===== src/rtl/chip_6502_run_ctrl.sv =====
// Run controller and memory-port arbiter: host loader/debug port vs 6502 bus, LOAD/RESET_HOLD/RUN/HALT sequencing.
// Host access acks one cycle after accept; host requests stall while the CPU owns memory.
module chip_6502_run_ctrl #(
  parameter int unsigned RES_CYCLES = 8,
  parameter logic [15:0] WP_BASE    = 16'h8000,
  parameter logic [7:0]  FILL_OP    = 8'hEA
) (
  input  logic        phi0,
  input  logic        res,
  input  logic        host_req,
  input  logic        host_we,
  input  logic [15:0] host_addr,
  input  logic [7:0]  host_wdata,
  output logic        host_ack,
  output logic [7:0]  host_rdata,
  input  logic        host_start,
  input  logic        host_halt,
  input  logic        host_reload,
  input  logic        trap_en,
  input  logic [15:0] trap_addr,
  input  logic [15:0] cpu_ab,
  input  logic        cpu_rw,
  input  logic        cpu_sync,
  input  logic [7:0]  cpu_dout,
  output logic [7:0]  cpu_din,
  output logic        cpu_res_n,
  output logic        cpu_rdy,
  output logic [15:0] mem_addr,
  output logic        mem_we,
  output logic [7:0]  mem_wdata,
  input  logic [7:0]  mem_rdata,
  output logic [1:0]  state,
  output logic        trap_hit,
  output logic [31:0] cycle_cnt
);

  typedef enum logic [1:0] {
    ST_LOAD       = 2'd0,
    ST_RESET_HOLD = 2'd1,
    ST_RUN        = 2'd2,
    ST_HALT       = 2'd3
  } state_e;

  localparam int unsigned HW = (RES_CYCLES > 1) ? $clog2(RES_CYCLES) : 1;
  localparam logic [HW-1:0] HOLD_LAST = HW'(RES_CYCLES - 1);

  state_e        state_q, state_d;
  logic [HW-1:0] hold_q, hold_d;
  logic [31:0]   cycle_cnt_q, cycle_cnt_d;
  logic          trap_hit_q, trap_hit_d;
  logic          resume_q, resume_d;
  logic          host_ack_q, host_ack_d;
  logic [7:0]    host_rdata_q, host_rdata_d;

  logic cpu_owns;
  logic host_accept;
  logic trap_match;

  assign cpu_owns    = (state_q == ST_RESET_HOLD) || (state_q == ST_RUN);
  // The ack cycle itself never accepts, so a held request cannot be double-served.
  assign host_accept = host_req & ~cpu_owns & ~host_ack_q;
  assign trap_match  = trap_en & cpu_sync & (cpu_ab == trap_addr) & ~resume_q;

  always_comb begin
    mem_addr  = host_addr;
    mem_wdata = host_wdata;
    mem_we    = host_accept & host_we;
    cpu_din   = FILL_OP;
    if (cpu_owns) begin
      mem_addr  = cpu_ab;
      mem_wdata = cpu_dout;
      mem_we    = ~cpu_rw & (cpu_ab < WP_BASE) & (state_q == ST_RUN);
      cpu_din   = mem_rdata;
    end
  end

  always_comb begin
    host_ack_d   = host_accept;
    host_rdata_d = host_accept ? mem_rdata : host_rdata_q;
  end

  always_comb begin
    state_d     = state_q;
    hold_d      = hold_q;
    trap_hit_d  = trap_hit_q;
    resume_d    = 1'b0;
    cycle_cnt_d = cycle_cnt_q;
    if ((state_q == ST_RUN) && (cycle_cnt_q != 32'hFFFF_FFFF)) begin
      cycle_cnt_d = cycle_cnt_q + 32'd1;
    end
    if (host_reload) begin
      state_d    = ST_LOAD;
      trap_hit_d = 1'b0;
    end else begin
      case (state_q)
        ST_LOAD: begin
          if (host_start) begin
            state_d     = ST_RESET_HOLD;
            hold_d      = '0;
            cycle_cnt_d = '0;
          end
        end
        ST_RESET_HOLD: begin
          if (hold_q == HOLD_LAST) begin
            state_d = ST_RUN;
          end else begin
            hold_d = hold_q + 1'b1;
          end
        end
        ST_RUN: begin
          if (trap_match) begin
            state_d    = ST_HALT;
            trap_hit_d = 1'b1;
          end else if (host_halt) begin
            state_d = ST_HALT;
          end
        end
        ST_HALT: begin
          // Masks the trap for one cycle so resuming at a breakpoint makes progress.
          if (host_start) begin
            state_d    = ST_RUN;
            trap_hit_d = 1'b0;
            resume_d   = 1'b1;
          end
        end
        default: state_d = ST_LOAD;
      endcase
    end
  end

  always_ff @(posedge phi0) begin
    if (res) begin
      state_q      <= ST_LOAD;
      hold_q       <= '0;
      cycle_cnt_q  <= '0;
      trap_hit_q   <= 1'b0;
      resume_q     <= 1'b0;
      host_ack_q   <= 1'b0;
      host_rdata_q <= '0;
    end else begin
      state_q      <= state_d;
      hold_q       <= hold_d;
      cycle_cnt_q  <= cycle_cnt_d;
      trap_hit_q   <= trap_hit_d;
      resume_q     <= resume_d;
      host_ack_q   <= host_ack_d;
      host_rdata_q <= host_rdata_d;
    end
  end

  assign state      = state_q;
  assign cpu_res_n  = (state_q == ST_RUN) || (state_q == ST_HALT);
  assign cpu_rdy    = (state_q != ST_HALT);
  assign host_ack   = host_ack_q;
  assign host_rdata = host_rdata_q;
  assign trap_hit   = trap_hit_q;
  assign cycle_cnt  = cycle_cnt_q;

endmodule


===== config.mk =====
export PLATFORM = sky130hd
export DESIGN_NAME = chip_6502_run_ctrl
export DESIGN_NICKNAME = d
export VERILOG_FILES = /design/src/rtl/chip_6502_run_ctrl.sv
export SDC_FILE = /design/constraint.sdc
export NUM_CORES = 1
export LEC_CHECK = 0
export ABC_AREA = 1
export BUFFER_PORTS_ARGS = -buffer_cell sky130_fd_sc_hd__buf_2
export CORE_AREA = 2 2 97 76
export DETAILED_ROUTE_END_ITERATION = 16
export DIE_AREA = 0 0 99 78
export PLACE_DENSITY = 0.84
export SYNTH_ARGS = -nofsm -noshare
export SYNTH_HDL_FRONTEND = slang
export SYNTH_SLANG_ARGS = --single-unit
export TNS_END_PERCENT = 1

===== constraint.sdc =====
create_clock -name phi0 -period 2.64 [get_ports phi0]
set_input_delay 0 -clock phi0 [delete_from_list [all_inputs] [get_ports phi0]]
set_output_delay 0 -clock phi0 [all_outputs]
set_load 0.05 [all_outputs]

Word level (Yosys, flattened, before mapping)
Cells that the tools add are included.
{ "op_classes": {"n_eq_ne": 13, "order_cmp": 1, "mul": 0, "n_reduce_logical": 11, "n_shift": 0, "add_sub_neg": 2, "n_bitwise": 14, "n_div": 0, "muxes": 21} }
{ "op_table": {"columns": ["operator", "n"], "rows": [
  ["$mux 32", 4],
  ["$add 32x1->32 const B", 1],
  ["$ne 32x32->1 const B", 1],
  ["$eq 16x16->1", 1],
  ["$lt 16x16->1 const B", 1],
  ["$mux 16", 1],
  ["$mux 8", 2],
  ["$mux 2", 5],
  ["$ne 2x2->1 const B", 5],
  ["$and 1x1->1", 8],
  ["$pmux 2 s4", 1],
  ["$reduce_and 4->1", 2],
  ["$mux 3", 2],
  ["$not 1->1", 6],
  ["$pmux 3 s2", 1],
  ["$eq 2x2->1 const B", 2],
  ["$mux 1", 4],
  ["$reduce_bool 2->1", 2],
  ["$add 3x1->3 const B", 1],
  ["$eq 3x3->1 const B", 1],
  ["$ne 3x3->1 const B", 1],
  ["$reduce_and 3->1", 1],
  ["$reduce_or 3->1", 1],
  ["$eq 2x1->1 const B", 1],
  ["6 further kinds", 7]
]} }
{ "totals": {"mem_count": 0, "out_inout_bits": 79, "elab_cells": 69, "latchBits": 0, "romBits": 0, "ramBits": 0, "regBits": 48, "inputBits": 82} }

Longest topological paths before layout
Gate-level depths: netlist of the first run.
{ "logic_depth": {"word_depth": 7, "depth_mapped": 11, "depth_no_buf": 11} }

Least setup slack after synthesis of the first run
No wires, ideal clock.
{ "synth_path": {"path_kind": "reg2out", "startpoint": "reg state_q[0], in the netlist state[0]", "endpoint": "out mem_we", "path_stages_with_launch": 7, "setup_slack_ns": -0.182, "t_required_ns": 2.640, "arrival_ns": 2.822, "path_buffers": 1, "path_cell_list": "dfxtp_1 inv_1 ha_1 clkinv_1 nand3b_1 clkbuf_1 o21ai_0"} }
{ "synth_via": {"elab_chain_len": 7, "word_cells_on_any_way": 9, "cone_classes": "eq/ne: 2; mux: 1; bitwise: 5; reduce/logical: 1"} }
{ "synth_rtl": {"columns": ["element", "line", "source"], "rows": [
  ["from (decl)", "47", "state_e state_q, state_d;"],
  ["from (signal assigned)", "141", "state_q <= state_d;"],
  ["$eq 2x1->1 or $eq 2x2->1 (tied branches)", "59, 72", null],
  ["$logic_or 1x1->1", "59", "assign cpu_owns = (state_q == ST_RESET_HOLD) || (state_q == ST_RUN);"],
  ["$not 1->1", "61", "assign host_accept = host_req & ~cpu_owns & ~host_ack_q;"],
  ["$and 1x1->1 (2 in a row)", "61", null],
  ["$and 1x1->1", "67", "mem_we = host_accept & host_we;"],
  ["$mux 1 (*)", "69", "if (cpu_owns) begin"],
  ["to (decl)", "29", "output logic mem_we,"]
]} }
Mark *: on every way between the ends. The rest lies on a longest branch, timed or not.

Final worst setup path of the first run
{ "layout_path": {"startpoint": "reg state_q[0], in the netlist state[0]", "endpoint": "out mem_wdata[0]"} }
{ "layout_via": {"elab_chain_len": 3, "word_cells_on_any_way": 4, "cone_classes": "eq/ne: 2; mux: 1; reduce/logical: 1"} }
{ "layout_rtl": {"columns": ["element", "line", "source"], "rows": [
  ["$eq 2x1->1 or $eq 2x2->1 (tied branches)", "59", null],
  ["$logic_or 1x1->1 (*)", "59", null],
  ["$mux 8 (*)", "69", null],
  ["to (decl)", "30", "output logic [7:0] mem_wdata,"]
]} }
Marked as above.

==> results of run 1 <==
-- stage by stage --
step	setup slack, ps	cell area (µm²)
after floorplan	25.4	3300
after global routing	139	4370
after global placement	692	4170
after CTS	343	4370
final	319	4370
after detailed placement	489	4170
-- metal layers --
layer	up-vias	share of wire	GRT usage
met5	-	0	0
met2	168	0.47	0.454
met4	0	0.014	0.0822
met1	1811	0.43	0.361
li1	2056	-	-
met3	20	0.080	0.0559
-- kinds of logic after synthesis --
group	after synthesis
simple gates	338
buf+inv	84
compound gates	56
flops	48
xor+xnor	17
fa+ha+maj	7
-- cells in the mapped netlist (all sizes together) --
cell,number,area (µm²)
a21oi,26,134
clkinv,2,7.51
dfxtp,48,961
nand3b,2,15.0
or2,5,31.3
nor4,1,6.26
o21ai,21,105
a211oi,7,52.6
nand3,24,140
a21boi,1,7.51
nand2,186,706
nor3b,2,25.0
clkbuf,10,37.5
xor2,11,96.3
nand4,11,68.8
a31oi,1,6.26
nor2,86,328
buf,4,38.8
inv,68,255
ha,7,87.6
xnor2,6,52.6
nor3,21,136
-- power by group through the flow --
stage          clock network (mW)  registers [mW]  logic, mW
6_report                    0.556           0.749      0.557
5_1_grt                     0.589           0.751      0.596
2_1_floorplan                   0           0.815      0.328
3_5_place_dp                    0           0.765      0.543
4_1_cts                     0.563           0.749      0.554
3_3_place_gp                    0           0.764      0.534
-- how the worst min path moves through the flow --
stage	depth (start not counted)	slack [ps]	to
finish	2	10	hold_q[0]
global placement	3	280	resume_q
detailed placement	3	280	resume_q
global route	2	10	hold_q[0]
floorplan	1	80	host_rdata[0]
CTS	2	3	host_ack
-- critical path, cell delays in order, from the launching register on --
cell and delay (ps):
sky130_fd_sc_hd__dfxtp_1 430, sky130_fd_sc_hd__inv_1 90, sky130_fd_sc_hd__ha_1 310, sky130_fd_sc_hd__clkinv_1 420
sky130_fd_sc_hd__buf_4 380, sky130_fd_sc_hd__nand2_1 80, sky130_fd_sc_hd__nand2_1 70, sky130_fd_sc_hd__buf_2 210
-- registers in the layout, indices dropped and copies added, names as in the netlist --
name	count
cycle_cnt	32
hold_q	3
host_ack	1
host_rdata	8
resume_q	1
state	2
trap_hit	1
-- area by class of cell --
| class | count | area [µm²] | area share |
|---|---|---|---|
| repair buffers | 174 | 928 | 0.212 |
| multi-input cells | 418 | 2000 | 0.457 |
| inverters | 70 | 263 | 0.0601 |
| clock inverters | 3 | 47.5 | 0.0109 |
| flip-flops and latches | 48 | 961 | 0.220 |
| clock buffers | 5 | 68.8 | 0.0157 |
| well taps | 84 | 105 | 0.0240 |
-- what timing repair did --
action                                 in CTS  in global routing
endpoints found under the hold margin       9                  0
resized for setup                           0                  0
buffers inserted                            0                  0
hold buffers                                9                  0
==> impl.org, run 1 <==
** STA
- Measured against its own limit, the worst slew margin works out to 0.579.
- The total count of max-transition violations in the final report was 0.
- Max frequency :: 431 MHz
- Between clock sinks in the finished design, the worst skew comes to 12.2 ps.
- Final Hold Slack :: 9.59 ps
- Unrepaired setup endpoints after global routing :: false
- Setup violations remaining at the end of the flow were counted as 0.
- Tmin final :: 2320 ps
- Post-Route Setup TNS :: 0 ps
- In the finished design, the share of the clock period the worst path needs comes to 0.879.
- Tightest Pin Transition :: 632 ps
- The hold violation total from the final report is 0.

** Power
- Design internal power :: 1.18 mW
- For this design the total switching power over the nets is 0.680 mW.
- Power density over the cells :: 426 nW/µm²
- Of the total power, the share spent switching nets is 0.365.
- Power comes to 1.86 mW.
- VDD sags by at most 0.241 mV.
- The share of total power dissipated in combinational logic is 0.299.
- Static power due to leakage :: 2.21 nW
- Of the total power, the clock network draws 0.299.
- The share of total power dissipated in sequential elements is 0.402.

** Worst setup path
- Reg2reg path depth :: 7
- The critical path is of the flop to output port type.
- In this run the worst setup path terminates at mem_wdata[0].
- Of all nets on the critical path, the largest fanout is 22.
- Worst endpoint data arrival time :: 2320 ps
- Required time at the worst-slack endpoint :: 2640 ps
- Setup crit end kind :: output port
- Startpoint of the most critical setup path :: state[0]
- The worst setup path is launched from a flop.
- Reg-to-reg setup timing slack :: 480 ps
- Worst reg2reg endpoint :: host_rdata[4]
- In this run the critical register-to-register path is launched from state[0].

** Clock network
- At the later pin of the worst-skew pair, clock insertion delay measures 320 ps.
- Total CTS buffers :: 5
- The clock drives 48 sinks.
- The clock passes through at most 2 buffers.
- TritonCTS built the clock tree.
- Maximum level of the CTS H-tree :: 2
- CTS root buf :: sky130_fd_sc_hd__clkbuf_8
- Clock-pin slew was measured on the worst setup and hold paths at 90 ps.

** Finish
- From synthesis to final layout, the design area changed by 32.5%.
- Leaving out fill and tap cells, the most frequent cell in the layout is sky130_fd_sc_hd__nand2_1.
- In the final layout, the share of cells above drive strength 1 is 0.276.
- Antenna diode count :: 0
- Total Nets Final :: 806
- Counting the fill cells in the layout gives 600.
- For this run, the number of standard cells in the final layout without fillers is 802.
- Post-Route Utilization :: 0.656
- Leading cell types in the layout, fill and taps excluded :: sky130_fd_sc_hd__nand2_1 (183), sky130_fd_sc_hd__buf_2 (160), sky130_fd_sc_hd__nor2_1 (84)

** Die
- Number of I/O pins :: 161
- Die height :: 78 µm
- Die width :: 99 µm
- The floorplan step defined a core boundary enclosing 6670 µm².
- Row generation in the floorplan step produced 26 rows.
- For this configuration, the core starts out at a cell density of 0.495.
- The die covers 7720 µm².

** GRT
- Aggregate global routing overflow :: 0
- Antenna violations before repair :: 0
- Across every metal layer, demand over resource in global routing totals 0.274.
- Vias in the first global route :: 3732
- The first global-routing pass estimated 17.4 mm of wire.
- Entering global routing, the biggest net connects 25 pins.

** Placed design
- Global placement routability congestion :: 0.921
- Summed over all nets, the half-perimeter wirelength after detailed placement is 8.34 mm.
- The count of buffers added on input and output ports is 160.
- Count of placed standard cells including taps :: 785

** Flow run
- Max Cap Violations :: 0

** Logic synthesis
- Mean instance size in the synthesized netlist :: 6.00 µm²
- Compound-Gate Fraction of Synth Area :: 0.0926
- The portion of synthesized area spent on multiplexers is 0.
- Area of the mapped netlist :: 3300 µm²
- During synthesis, Yosys emitted a total of 0 warnings.
- Dominant combinational cell family by area after synthesis :: simple AND/OR/NAND/NOR gates
- Seq cells post-synth :: 48
- Area share of and/or/nand/nor cells after synthesis :: 0.442
- Count of distinct cell types in the synthesized netlist :: 31
- Parity-gate share of the synthesized area counting xor and xnor cells :: 0.0451
- Post-synthesis share of cell area spent on full adders, half adders and majority gates :: 0.0266
- Register area share after synthesis :: 0.291
- Synthesis handed over a netlist of 550 instances.
- Synthesis produced a netlist with a net count of 639.

** Worst hold path
- Tightest Hold Check Type :: input port to flop
- The worst hold path begins at res.

** Detailed routing
- Aggregate routed wire length :: 10.6 mm
- Antenna Violating Nets Remaining :: 0
- After detailed routing, the average wire length per cell comes to 13.2 µm.
- Initial DRC Count :: 330
- The routed layout has 4055 vias.
- In the routed design, unresolved DRC markers number 0.
- Number of detailed-route iterations in the first pass :: 6
- In the routed layout, each cell is associated on average with a via count of 5.06.

** Outcome
- Outcome :: finished clean
No activity file was read; power rests on OpenSTA's default activity.
==> inputs of run 2 (changes only) <==
Settings changed: CORE_AREA 2 2 97 76 to 2 2 116 90, DIE_AREA 0 0 99 78 to 0 0 118 92, PLACE_DENSITY 0.84 to not set.
==> run 2 against run 1 <==
Against the previous run: fmax up 4.2%; critical path type unchanged; critical path depth down 1; sequential power about the same; design area up 1.9%; die area up 41%; clock skew down 5.8 ps.
==> impl.org, run 2 (synthesized netlist as in run 1, its figures left out) <==
** Outcome
- Outcome :: finished clean

** Die
- The floorplan step defined a die boundary enclosing 10900 µm².
- Cell row count :: 32
- The die is 118 µm wide.
- Core Footprint :: 9890 µm²
- During I/O placement, the number of pins put on the boundary was 161.
- Initial cell density of the core :: 0.334
- Measured along the y axis, the die boundary spans 92 µm.

** Finish
- The top cell types in the final layout, fill and taps aside, are sky130_fd_sc_hd__nand2_1 (183), sky130_fd_sc_hd__buf_2 (160), sky130_fd_sc_hd__nor2_1 (84).
- Once layout is complete, the cells apart from fillers number 851.
- The library cell used most frequently in the layout, excluding fill and tap cells, is sky130_fd_sc_hd__nand2_1.
- The register with the most flip-flops in the layout has 32 of them.
- Antenna diode count :: 0
- Number of inserted filler cells in the final layout :: 1086
- Area occupied by multi-input gates :: 2000 µm²
- Share of layout cells above drive strength 1 :: 0.278
- Total Nets Final :: 803
- P&R area growth vs syn :: 35.1%
- Sequential Area :: 961 µm²

** Worst setup path
- Series of cell instances along the critical path :: inv_1, ha_1, clkinv_1, buf_4, o21ai_0, buf_2
- Required time at the worst-slack endpoint :: 2640 ps
- Maximum fanout along the worst path :: 24
- Reg2reg path depth :: 10
- The worst setup path is of the flop to output port kind.
- Setup crit end kind :: output port
- The worst setup path is launched from a flop.
- For this design, the slowest cell found on the critical path is sky130_fd_sc_hd__dfxtp_1.
- In this run the critical register-to-register path is captured at cycle_cnt[24].
- Source of the worst register-to-register timing path :: cycle_cnt[1]
- Top delay family on crit path :: buffers and inverters
- Together, buffers and inverters on the worst path number 4.
- In this run the register-to-register setup slack is 560 ps.
- Worst endpoint data arrival time :: 2230 ps
- Largest stage delay, worst path :: 400 ps

** STA
- The routed design could run at a clock period as short as 2230 ps.
- Count of final setup violators :: 0
- The hold violation total from the final report is 0.
- The clock arrives with 6.49 ps of skew.
- At the pin with the least slew margin, the transition time is 484 ps.
- The total count of max-transition violations in the final report was 0.
- Slew HR :: 0.677
- In the finished design, the share of the clock period the worst path needs comes to 0.844.
- Unrepaired setup endpoints after global routing :: false
- Post-Route Setup TNS :: 0 ps
- Static timing analysis puts the maximum clock frequency at 449 MHz.

** Worst hold path
- Hold Path Depth :: 3
- WHS Endpoint :: host_rdata[2]
- Beginning of the worst hold path :: mem_rdata[2]
- The path class of the tightest hold or removal check is input port to flop.

** Clock network
- CTS root buf :: sky130_fd_sc_hd__clkbuf_16
- The later pin in the worst-skew pair is clocked with a latency of 290 ps.
- Number of clock sinks seen by CTS :: 48
- The number of gates resized after CTS was 0.
- Buffers inserted during clock tree synthesis total 5.
- Clock slew seen by the registers of the worst setup and hold paths :: 70 ps
- CTS max path bufs :: 2
- TritonCTS built the clock tree.
- Number of buffers inserted to repair setup after CTS :: 0
- CTS built an H-tree with a depth of 2.

** Detailed routing
- DR vias :: 3913
- Initial DRC Count :: 263
- Antenna Violating Nets Remaining :: 0
- Using the TritonRoute via totals, the vias-per-cell ratio works out to 4.60.
- Post-route DRC violation count :: 0
- The final layout contains routed wiring with a total length of 10.4 mm.
- Detailed-route wire length per cell :: 12.3 µm
- Number of detailed-route iterations in the first pass :: 4

** Flow run
- Across the run, the number of max-cap violations was 0.

** Power
- Reg power frac :: 0.369
- Clock network fraction of total power :: 0.360
- Of the total power, combinational logic draws 0.271.
- Of the total power, the share spent switching nets is 0.341.
- In this run the power density over the cells is 455 nW/µm².
- Cell internal power was estimated by the tool at 1.34 mW.
- For this design the static power due to leakage is 2.22 nW.
- Sw Pwr :: 0.691 mW
- IR analysis of the VDD net gives a maximum drop of 0.228 mV.

** Placed design
- In this run the tool buffered the top-level ports with 160 buffer cells.
- At the end of routability-driven placement, the weighted congestion stood at 0.914.
- The number of placed instances, taps included, is 838.
- Post-detail-place hpwl :: 8.51 mm

** GRT
- Vias in the first global route :: 3614
- Aggregate global routing overflow :: 0
- The first global-routing pass estimated 17.1 mm of wire.
- Entering global routing, the biggest net connects 25 pins.
- Antenna violations before repair :: 0
- All-layer global routing usage :: 0.191
-- run 2: changes by cell type in the layout (fill, tap and decap cells not counted) --
cell,before,now
sky130_fd_sc_hd__clkbuf_8,5,0
sky130_fd_sc_hd__clkinv_4,2,0
sky130_fd_sc_hd__clkinvlp_4,0,1
sky130_fd_sc_hd__clkbuf_16,0,5
sky130_fd_sc_hd__clkinv_2,0,1
sky130_fd_sc_hd__buf_4,5,6
sky130_fd_sc_hd__dlygate4sd3_1,9,5
-- run 2: layout make-up --
type	instances	share of cell area
well taps	136	0.0382
clock buffers	5	0.0281
inverters	70	0.0590
clock inverters	3	0.00955
flip-flops and latches	48	0.216
multi-input cells	418	0.448
repair buffers	171	0.201
-- run 2: worst max path at each step --
stage,startpoint,to,slack [ps],depth (start not counted)
6_report,state[0],mem_addr[5],410,6
2_1_floorplan,state[0],mem_addr[0],30,5
4_1_cts,state[0],mem_addr[5],370,6
3_5_place_dp,cycle_cnt[1],cycle_cnt[24],570,10
5_1_grt,state[1],mem_addr[4],170,6
3_3_place_gp,cycle_cnt[1],cycle_cnt[24],630,10
-- run 2: worst register-to-register path: cells and delay by family, from the launching register on --
kind	cells	cell delay, ps
compound gates	2	210
fa+ha+maj	1	250
buf+inv	1	100
flops	1	390
simple gates	6	1020
-- run 2: timing repair --
item,4_1_cts,5_1_grt
hold buffers,5,0
hold endpoints to repair,5,0
setup endpoints to repair,0,0
-- run 2: power groups by stage --
stage	clock network (mW)	registers [mW]	logic, mW
after global placement	0	0.765	0.539
after detailed placement	0	0.764	0.546
after CTS	0.748	0.749	0.554
after global routing	0.777	0.751	0.593
after floorplan	0	0.815	0.328
final	0.730	0.748	0.550
-- run 2: per-stage QoR --
| stage | util | cell area, µm² | hold slack [ps] | power (mW) | worst slack, ps |
|---|---|---|---|---|---|
| after global routing | 0.451 | 4460 | 18.2 | 2.12 | 173 |
| after floorplan | - | 3300 | 78.5 | 1.14 | 25.4 |
| after CTS | 0.451 | 4460 | 0.293 | 2.05 | 366 |
| after detailed placement | 0.429 | 4240 | 289 | 1.31 | 574 |
| after global placement | 0.429 | 4240 | 281 | 1.30 | 630 |
| final | 0.451 | 4460 | 3.29 | 2.03 | 413 |
-- run 2: per-layer routing --
layer / share of wire / routed length (µm) / track usage
met4: 0.019 / 202 / 0.0522
met3: 0.069 / 716 / 0.0354
met2: 0.43 / 4530 / 0.302
met5: 0 / 0 / 0
met1: 0.48 / 5000 / 0.268
